[config.mk]
export PLATFORM = sky130hd
export DESIGN_NAME = led_stream_decoder
export DESIGN_NICKNAME = d
export VERILOG_FILES = /design/src/rtl/led_stream_decoder.sv
export SDC_FILE = /design/constraint.sdc
export NUM_CORES = 1
export LEC_CHECK = 0
export ABC_AREA = 1
export CAP_MARGIN = 0
export CORE_ASPECT_RATIO = 0.8
export CORE_MARGIN = 1.5
export CORE_UTILIZATION = 40
export CTS_BUF_LIST = sky130_fd_sc_hd__clkbuf_8
export CTS_CLUSTER_DIAMETER = 80
export DETAILED_ROUTE_END_ITERATION = 6
export SLEW_MARGIN = 20
export SYNTH_ARGS = -nofsm -noshare
export SYNTH_HDL_FRONTEND = slang
export SYNTH_SLANG_ARGS = --single-unit
[constraint.sdc]
create_clock -name clk -period 4.5 [get_ports clk]
set_input_delay 0.45 -clock clk [delete_from_list [all_inputs] [get_ports clk]]
set_output_delay 0.45 -clock clk [all_outputs]
set_load 0.02 [all_outputs]
[src/rtl/led_stream_decoder.sv]
// rtl/led_stream_decoder.sv - WS2812-style serial LED stream decoder producing 24-bit pixels
module led_stream_decoder #(
    parameter int unsigned T_BIT_THRESH = 30,
    parameter int unsigned T_MIN_HIGH   = 8,
    parameter int unsigned T_MAX_HIGH   = 60,
    parameter int unsigned T_RESET      = 2500
) (
    input  logic        clk,
    input  logic        rst,
    input  logic        din,
    output logic        pixel_valid,
    output logic [23:0] pixel_data,
    output logic [15:0] pixel_index,
    output logic        frame_done,
    output logic        bit_error,
    output logic        synced
);
    localparam int unsigned CNT_MAX = (T_RESET > T_MAX_HIGH + 1) ? T_RESET : T_MAX_HIGH + 1;
    localparam int CW = $clog2(CNT_MAX + 1);
    localparam logic [CW-1:0] C_ONE      = CW'(1);
    localparam logic [CW-1:0] C_THRESH   = CW'(T_BIT_THRESH);
    localparam logic [CW-1:0] C_MIN      = CW'(T_MIN_HIGH);
    localparam logic [CW-1:0] C_MAX      = CW'(T_MAX_HIGH);
    localparam logic [CW-1:0] C_RESET    = CW'(T_RESET);
    localparam logic [CW-1:0] C_RESET_M1 = CW'(T_RESET - 1);

    typedef enum logic [1:0] {S_SYNC, S_IDLE, S_HIGH, S_LOW} state_t;

    state_t        state_q, state_d;
    logic          din_meta_q, din_s_q, din_prev_q;
    logic [CW-1:0] high_cnt_q, high_cnt_d;
    logic [CW-1:0] low_cnt_q, low_cnt_d;
    logic [4:0]    bit_cnt_q, bit_cnt_d;
    logic [23:0]   shift_q, shift_d;
    logic          any_bit_q, any_bit_d;
    logic [15:0]   idx_cnt_q, idx_cnt_d;
    logic          pixel_valid_q, pixel_valid_d;
    logic [23:0]   pixel_data_q, pixel_data_d;
    logic [15:0]   pixel_index_q, pixel_index_d;
    logic          frame_done_q, frame_done_d;
    logic          bit_error_q, bit_error_d;
    logic          synced_q, synced_d;
    logic          rise, fall, bit_val;

    always_ff @(posedge clk) begin
        if (rst) begin
            state_q       <= S_SYNC;
            din_meta_q    <= 1'b0;
            din_s_q       <= 1'b0;
            din_prev_q    <= 1'b0;
            high_cnt_q    <= '0;
            low_cnt_q     <= '0;
            bit_cnt_q     <= '0;
            shift_q       <= '0;
            any_bit_q     <= 1'b0;
            idx_cnt_q     <= '0;
            pixel_valid_q <= 1'b0;
            pixel_data_q  <= '0;
            pixel_index_q <= '0;
            frame_done_q  <= 1'b0;
            bit_error_q   <= 1'b0;
            synced_q      <= 1'b0;
        end else begin
            state_q       <= state_d;
            din_meta_q    <= din;
            din_s_q       <= din_meta_q;
            din_prev_q    <= din_s_q;
            high_cnt_q    <= high_cnt_d;
            low_cnt_q     <= low_cnt_d;
            bit_cnt_q     <= bit_cnt_d;
            shift_q       <= shift_d;
            any_bit_q     <= any_bit_d;
            idx_cnt_q     <= idx_cnt_d;
            pixel_valid_q <= pixel_valid_d;
            pixel_data_q  <= pixel_data_d;
            pixel_index_q <= pixel_index_d;
            frame_done_q  <= frame_done_d;
            bit_error_q   <= bit_error_d;
            synced_q      <= synced_d;
        end
    end

    assign rise    = din_s_q & ~din_prev_q;
    assign fall    = ~din_s_q & din_prev_q;
    assign bit_val = (high_cnt_q >= C_THRESH);

    always_comb begin
        state_d       = state_q;
        high_cnt_d    = high_cnt_q;
        low_cnt_d     = low_cnt_q;
        bit_cnt_d     = bit_cnt_q;
        shift_d       = shift_q;
        any_bit_d     = any_bit_q;
        idx_cnt_d     = idx_cnt_q;
        pixel_valid_d = 1'b0;
        pixel_data_d  = pixel_data_q;
        pixel_index_d = pixel_index_q;
        frame_done_d  = 1'b0;
        bit_error_d   = 1'b0;
        synced_d      = synced_q;
        case (state_q)
            S_SYNC: begin
                if (din_s_q) begin
                    low_cnt_d = '0;
                end else if (low_cnt_q >= C_RESET_M1) begin
                    low_cnt_d = C_RESET;
                    state_d   = S_IDLE;
                    synced_d  = 1'b1;
                end else begin
                    low_cnt_d = low_cnt_q + C_ONE;
                end
            end
            S_IDLE, S_LOW: begin
                if (rise) begin
                    state_d    = S_HIGH;
                    high_cnt_d = C_ONE;
                end else if (low_cnt_q < C_RESET) begin
                    low_cnt_d = low_cnt_q + C_ONE;
                    // Only a gap that follows pulses ends a frame; IDLE just keeps counting.
                    if (low_cnt_q == C_RESET_M1 && state_q == S_LOW) begin
                        state_d      = S_IDLE;
                        frame_done_d = any_bit_q;
                        bit_error_d  = (bit_cnt_q != 5'd0);
                        bit_cnt_d    = '0;
                        shift_d      = '0;
                        if (any_bit_q) begin
                            any_bit_d     = 1'b0;
                            idx_cnt_d     = '0;
                            pixel_index_d = '0;
                        end
                    end
                end
            end
            S_HIGH: begin
                if (fall) begin
                    state_d   = S_LOW;
                    low_cnt_d = C_ONE;
                    if (high_cnt_q >= C_MIN && high_cnt_q <= C_MAX) begin
                        shift_d   = {shift_q[22:0], bit_val};
                        any_bit_d = 1'b1;
                        if (bit_cnt_q == 5'd23) begin
                            bit_cnt_d     = '0;
                            pixel_valid_d = 1'b1;
                            pixel_data_d  = {shift_q[22:0], bit_val};
                            pixel_index_d = idx_cnt_q;
                            if (idx_cnt_q != 16'hFFFF) idx_cnt_d = idx_cnt_q + 16'd1;
                        end else begin
                            bit_cnt_d = bit_cnt_q + 5'd1;
                        end
                    end else begin
                        bit_error_d = 1'b1;
                        bit_cnt_d   = '0;
                        shift_d     = '0;
                    end
                end else if (high_cnt_q > C_MAX) begin
                    // Stuck-high line: lose framing and wait for a fresh reset gap.
                    state_d     = S_SYNC;
                    low_cnt_d   = '0;
                    bit_error_d = 1'b1;
                    bit_cnt_d   = '0;
                    shift_d     = '0;
                end else begin
                    high_cnt_d = high_cnt_q + C_ONE;
                end
            end
            default: state_d = S_SYNC;
        endcase
    end

    always_comb begin
        pixel_valid = pixel_valid_q;
        pixel_data  = pixel_data_q;
        pixel_index = pixel_index_q;
        frame_done  = frame_done_q;
        bit_error   = bit_error_q;
        synced      = synced_q;
    end
endmodule
; Word-level counts from Yosys, hierarchy flattened
; Cells that the tools add are included.
[totals]
wordCells = 136
ff_bits = 118
output_inout_bits = 44
inputBits = 3
[op_classes]
mux = 61
n_lt_le_gt_ge = 6
bitwise = 10
reduce_logical = 17
n_addsub = 4
eq_ne = 22
[ops]
columns = cell, n
row1 = 2-to-1 mux 16 bit, 11
row2 = 2-to-1 mux 23 bit, 6
row3 = 2-to-1 mux 12 bit, 9
row4 = case mux 16 bit (2 select lines), 2
row5 = case mux 23 bit (2 select lines), 1
row6 = case mux 12 bit (3 select lines), 1
row7 = 2-to-1 mux 5 bit, 7
row8 = "!= test 2 bit, second input constant", 13
row9 = "adder 12 x 1 -> 12 bit, second input constant", 2
row10 = case mux 12 bit (2 select lines), 1
row11 = "adder 16 x 1 -> 16 bit, second input constant", 1
row12 = "!= test 16 bit, second input constant", 1
row13 = 2-to-1 mux 2 bit, 7
row14 = "== test 12 bit, second input constant", 1
row15 = "greater-or-equal comparator 12 bit, second input constant", 1
row16 = "greater-or-equal comparator 12 x 4 -> 1 bit, second input constant", 1
row17 = "greater-or-equal comparator 12 x 5 -> 1 bit, second input constant", 1
row18 = "greater-than comparator 12 x 6 -> 1 bit, second input constant", 1
row19 = "less-or-equal comparator 12 x 6 -> 1 bit, second input constant", 1
row20 = "< comparator 12 bit, second input constant", 1
row21 = 2-to-1 mux 1 bit, 12
row22 = case mux 5 bit (2 select lines), 1
row23 = AND reduction 5 bit, 2
row24 = "!= test 3 bit, second input constant", 3
row25 = 20 further kinds, 33

; Longest topological paths before layout
[logic_depth]
ltp_word = 6
depth_mapped = 13
depth_no_buf = 12

; Worst setup path after synthesis
; No wires, ideal clock.
[synth_timing]
path_kind = register to register
startpoint = register bit_cnt_q[0]
endpoint = register idx_cnt_q[13]
path_buffers = 1
required_time_ps = 4368
synth_period_minus_slack_ps = 1685
setup_slack_ps = 2815
path_stages_with_launch = 12
setup_ps = 132
arrival_ps = 1553
path_cell_list = dfxtp_1 ha_1 nand2_1 nor2_1 o21ai_2 nor2_2 nand2_2 nor2_8 nand2_4 buf_6 nand2_1 a21oi_1
[synth_via]
elab_chain_cells = 3
[synth_rtl]
columns = item, line_no
row1 = start: declaration, 33  ; logic [4:0] bit_cnt_q, bit_cnt_d;
row2 = start signal: assignment, 70  ; bit_cnt_q <= bit_cnt_d;
row3 = == test 5 bit, 141  ; if (bit_cnt_q == 5'd23) begin
row4 = != test 2 bit (no line), -
row5 = AND reduction 9 bit (no line), -
row6 = end signal: assignment, 73  ; idx_cnt_q <= idx_cnt_d;
row7 = end: declaration, 36  ; logic [15:0] idx_cnt_q, idx_cnt_d;
; No other way between the ends.
; A chain may end at the register's enable or synchronous reset.

; Worst setup path after layout
[layout_timing]
startpoint = register state_q[0]
endpoint = register pixel_data_q[15], in the netlist pixel_data[15]
[layout_via]
elab_chain_cells = 2
[layout_rtl]
columns = item, line_no
row1 = start: declaration, 29  ; state_t state_q, state_d;
row2 = start signal: assignment, 64  ; state_q <= state_d;
row3 = == test 2 bit, 101  ; case (state_q)
row4 = AND reduction 4 bit (no line), -
row5 = end signal: assignment, 75  ; pixel_data_q <= pixel_data_d;
row6 = end: declaration, 38  ; logic [23:0] pixel_data_q, pixel_data_d;
; No other way between the ends.

==> summary.md <==
| Metric | Value |
|---|---|
| Postcts setup bufs | `0` |
| Warnings, synthesis | `0` |
| DRT Wirelength | `13700 microns` |
| Skew-Pair Late Insertion Delay | `450 ps` |
| Simple-Gate Fraction of Synth Area | `40.4%` |
| Synth Instances | `845` |
| Synth area leader | `dfxtp_1` |
| Drt first-iter violations | `436` |
| Layout Cells excl Fill | `1077` |
| All-Layer GR Usage | `19.0%` |
| Cell Rows | `39` |
| Worst-Margin Slew | `between 700 and 800 ps` |
| Tot Pwr | `2.17 mW` |
| CTS-repair resized insts | `0` |
| # hold bufs at CTS | `0` |
| Number of synthesized flops with an enable pin | `0` |
| MaxCap Viol Count | `0` |
| Final core occ | `between 40% and 50%` |
| Commonest cells in the synthesized netlist | `221 x nand2_1, 131 x nor2_1, 118 x dfxtp_1` |
| Vias per cell | `4.95` |
| Ranking of synthesized cells by area | `dfxtp_1 40%, nand2_1 14%, nor2_1 8.4%` |
| Static leakage power | `2.58 nW` |
| First-pass GRT wire length | `around 24000 microns` |
| I/O Buffers | `46` |
| Clock tree buffer depth | `2` |
| Root Buffer | `clkbuf_8` |
| Outcome | `completed` |
| NetSw | `approximately 0.50 mW` |
| Post-Syn Nets | `855` |
| IO Count | `47` |
| Final Net Count | `between 800 and 900` |
| Max Slew Vio Count | `0` |
| Drt drc | `0` |
| Startpoint Class | `flip-flop` |
| Number of global-route vias before repair | `4871` |
| Worst hold slack | `between 400 and 500 ps` |
| Initial antenna violation count | `0` |
| Logic pwr share | `1.9%` |
| Total die area | `15400 sq um` |
| Hold Crit Depth | `2` |
| Clk pin slew, worst setup/hold paths | `70 ps` |
| Synth Flop Type | `dfxtp_1` |
| Total grt overflow | `0` |
| Post-synthesis compound-gate area fraction | `8.74%` |
| Required time of the critical path | `4890 ps` |
| Worst EP arrival | `2790 ps` |
| Rel. slew slack | `approximately 47%` |
| Power Dens Cells | `317 nW/um^2` |
| Max Freq | `0.416 GHz` |
| First drt pass iteration count | `6` |
| Worst R2R Path Depth | `9` |
| Sequential Power Share | `48.4%` |
| DR WL/cell | `12.7 microns` |
| Core area | `14300 sq um` |
| Crit Path Max Fanout | `24` |
| Worst Setup End Kind | `flip-flop` |
| WS Path Type | `flip-flop to flip-flop` |
| Clk sinks | `118` |
| Final antenna-violating net count | `0` |
| RSZ-0062 raised after global routing | `false` |
| Largest net degree at the start of global routing | `66` |
| Routability Congestion | `0.840` |
| Post-Synth Adder-Cell Area | `roughly 1.5%` |
| Most frequent cell after synthesis | `nand2_1` |
| Die Ht | `around 110 microns` |
| Post-DP HPWL | `9140 microns` |
| Clock Skews | `8.64 ps` |
| Starting Density | `41.1%` |
| CTS tree | `done` |
| Post-synth ARST share | `0%` |
| Cts bufs inserted | `17` |
| # placed instances | `1045` |
| Vias | `~5300` |
| Library cells used by synthesis | `around 40` |
| P&R area growth vs syn | `16.1%` |
| Fin crit share | `53.4%` |
| Seq/Total Area, Yosys | `40.2%` |
| Final antenna diode count | `0` |
| Synthesized area | `slightly below 6000 sq um` |
| Peak VDD IR | `0.185 mV` |
| H-tree lvl count | `4` |
| Mapped Avg Cell Area | `6.96 sq um` |
| Die width | `roughly 140 microns` |
| Largest family of logic cells by synthesized area | `simple AND/OR/NAND/NOR gates` |
| Final hold violations | `0` |
| Sw Ratio | `23.2%` |
| Register bit total from synthesis | `118` |
| Post-synthesis mux area share | `0%` |
| Internal | `1.67 mW` |
| Share of layout cells above drive strength 1 | `about a tenth` |
| Post-synth top area share | `40.2%` |
| Final Setup Violations | `0` |
| Clk pwr share | `49.7%` |
| Worst min path class | `flip-flop to flip-flop` |
| Minimum clock period | `approximately 2400 ps` |
| Fin Setup TNS | `0 ps` |
| Post-Synth XOR/XNOR Area | `1.49%` |
power groups by stage:
stage	registers (mW)	logic [mW]	clock network (mW)
2_1_floorplan	1.07	0.0309	0
3_3_place_gp	1.07	0.0413	0
3_5_place_dp	1.07	0.0414	0
4_1_cts	1.05	0.0416	1.11
5_1_grt	1.05	0.0468	1.15
6_report	1.05	0.0408	1.08
state kept, by name (all words and copies together) (netlist names), 2 cells and up:
| signal | count |
|---|---|
| pixel_data | 24 |
| shift_q | 23 |
| idx_cnt_q | 16 |
| pixel_index | 16 |
| high_cnt_q | 12 |
| low_cnt_q | 12 |
| bit_cnt_q | 5 |
| state_q | 2 |
cell usage in the layout (no fill, tap or decap), drive strengths merged:
| master | n |
|---|---|
| nor3b | 1 |
| o21bai | 2 |
| buf | 4 |
| clkbuf | 17 |
| nand2 | 231 |
| o22ai | 2 |
| nor3 | 12 |
| or2 | 1 |
| xnor2 | 3 |
| dfxtp | 118 |
| clkinv | 7 |
| nand3 | 76 |
| clkinvlp | 2 |
| bufinv | 4 |
| xor2 | 7 |
| nor4 | 1 |
| nand3b | 4 |
| and2 | 1 |
| nand4 | 27 |
| a21oi | 62 |
| ha | 7 |
| clkdlybuf4s50 | 45 |
| inv | 67 |
| nor2 | 162 |
| o21ai | 30 |
cell type report:
cell class	instances	area, sq um
sequential	118	2360
fill	1457	7470
tap	184	230
clock buffer	17	234
clock inverter	15	204
inverter	65	254
multi-input combinational	629	3070
timing repair buffer	49	478
metal layers:
metal / vias up / share of wire (%) / track usage [%]
li1: 2794 / - / -
met4: 0 / 1.4 / 7.79
met2: 119 / 41 / 26.4
met5: - / 0 / 0
met1: 2403 / 53 / 27.9
met3: 16 / 4.0 / 4.30
path summary, 6_finish.rpt:
check,startpoint,slack [ps],to
worst min-delay path,din_meta_q,400,din_s_q
worst max register to register,state_q[0],2100,pixel_data[15]
worst max-delay path,state_q[0],2100,pixel_data[15]
worst min register to register,din_meta_q,400,din_s_q
worst max-delay path, stage by stage (launching register included):
cell	delay, ps
dfxtp_1	610
inv_6	100
nand2_4	280
nor2_4	100
nand4_2	140
nor2_2	40
buf_4	200
inv_1	600
nand3_1	160
nand2_1	100
logic make-up (layout without fill, tap and decap cells):
logic type,count (synthesis),after routing
XOR/XNOR,10,10
adder cells (fa/ha/maj),7,7
AND/OR/NAND/NOR,516,516
AO/OA/AOI/OAI,96,96
buffers and inverters,98,146
flip-flops,118,118
stage by stage:
stage | worst slack [ps] | area, sq um
2_1_floorplan | 2810 | 5880
3_5_place_dp | 2060 | 6390
3_3_place_gp | 2100 | 6390
5_1_grt | 1830 | 6830
4_1_cts | 2070 | 6830
6_report | 2100 | 6830
No activity file was read; power rests on OpenSTA's default activity.
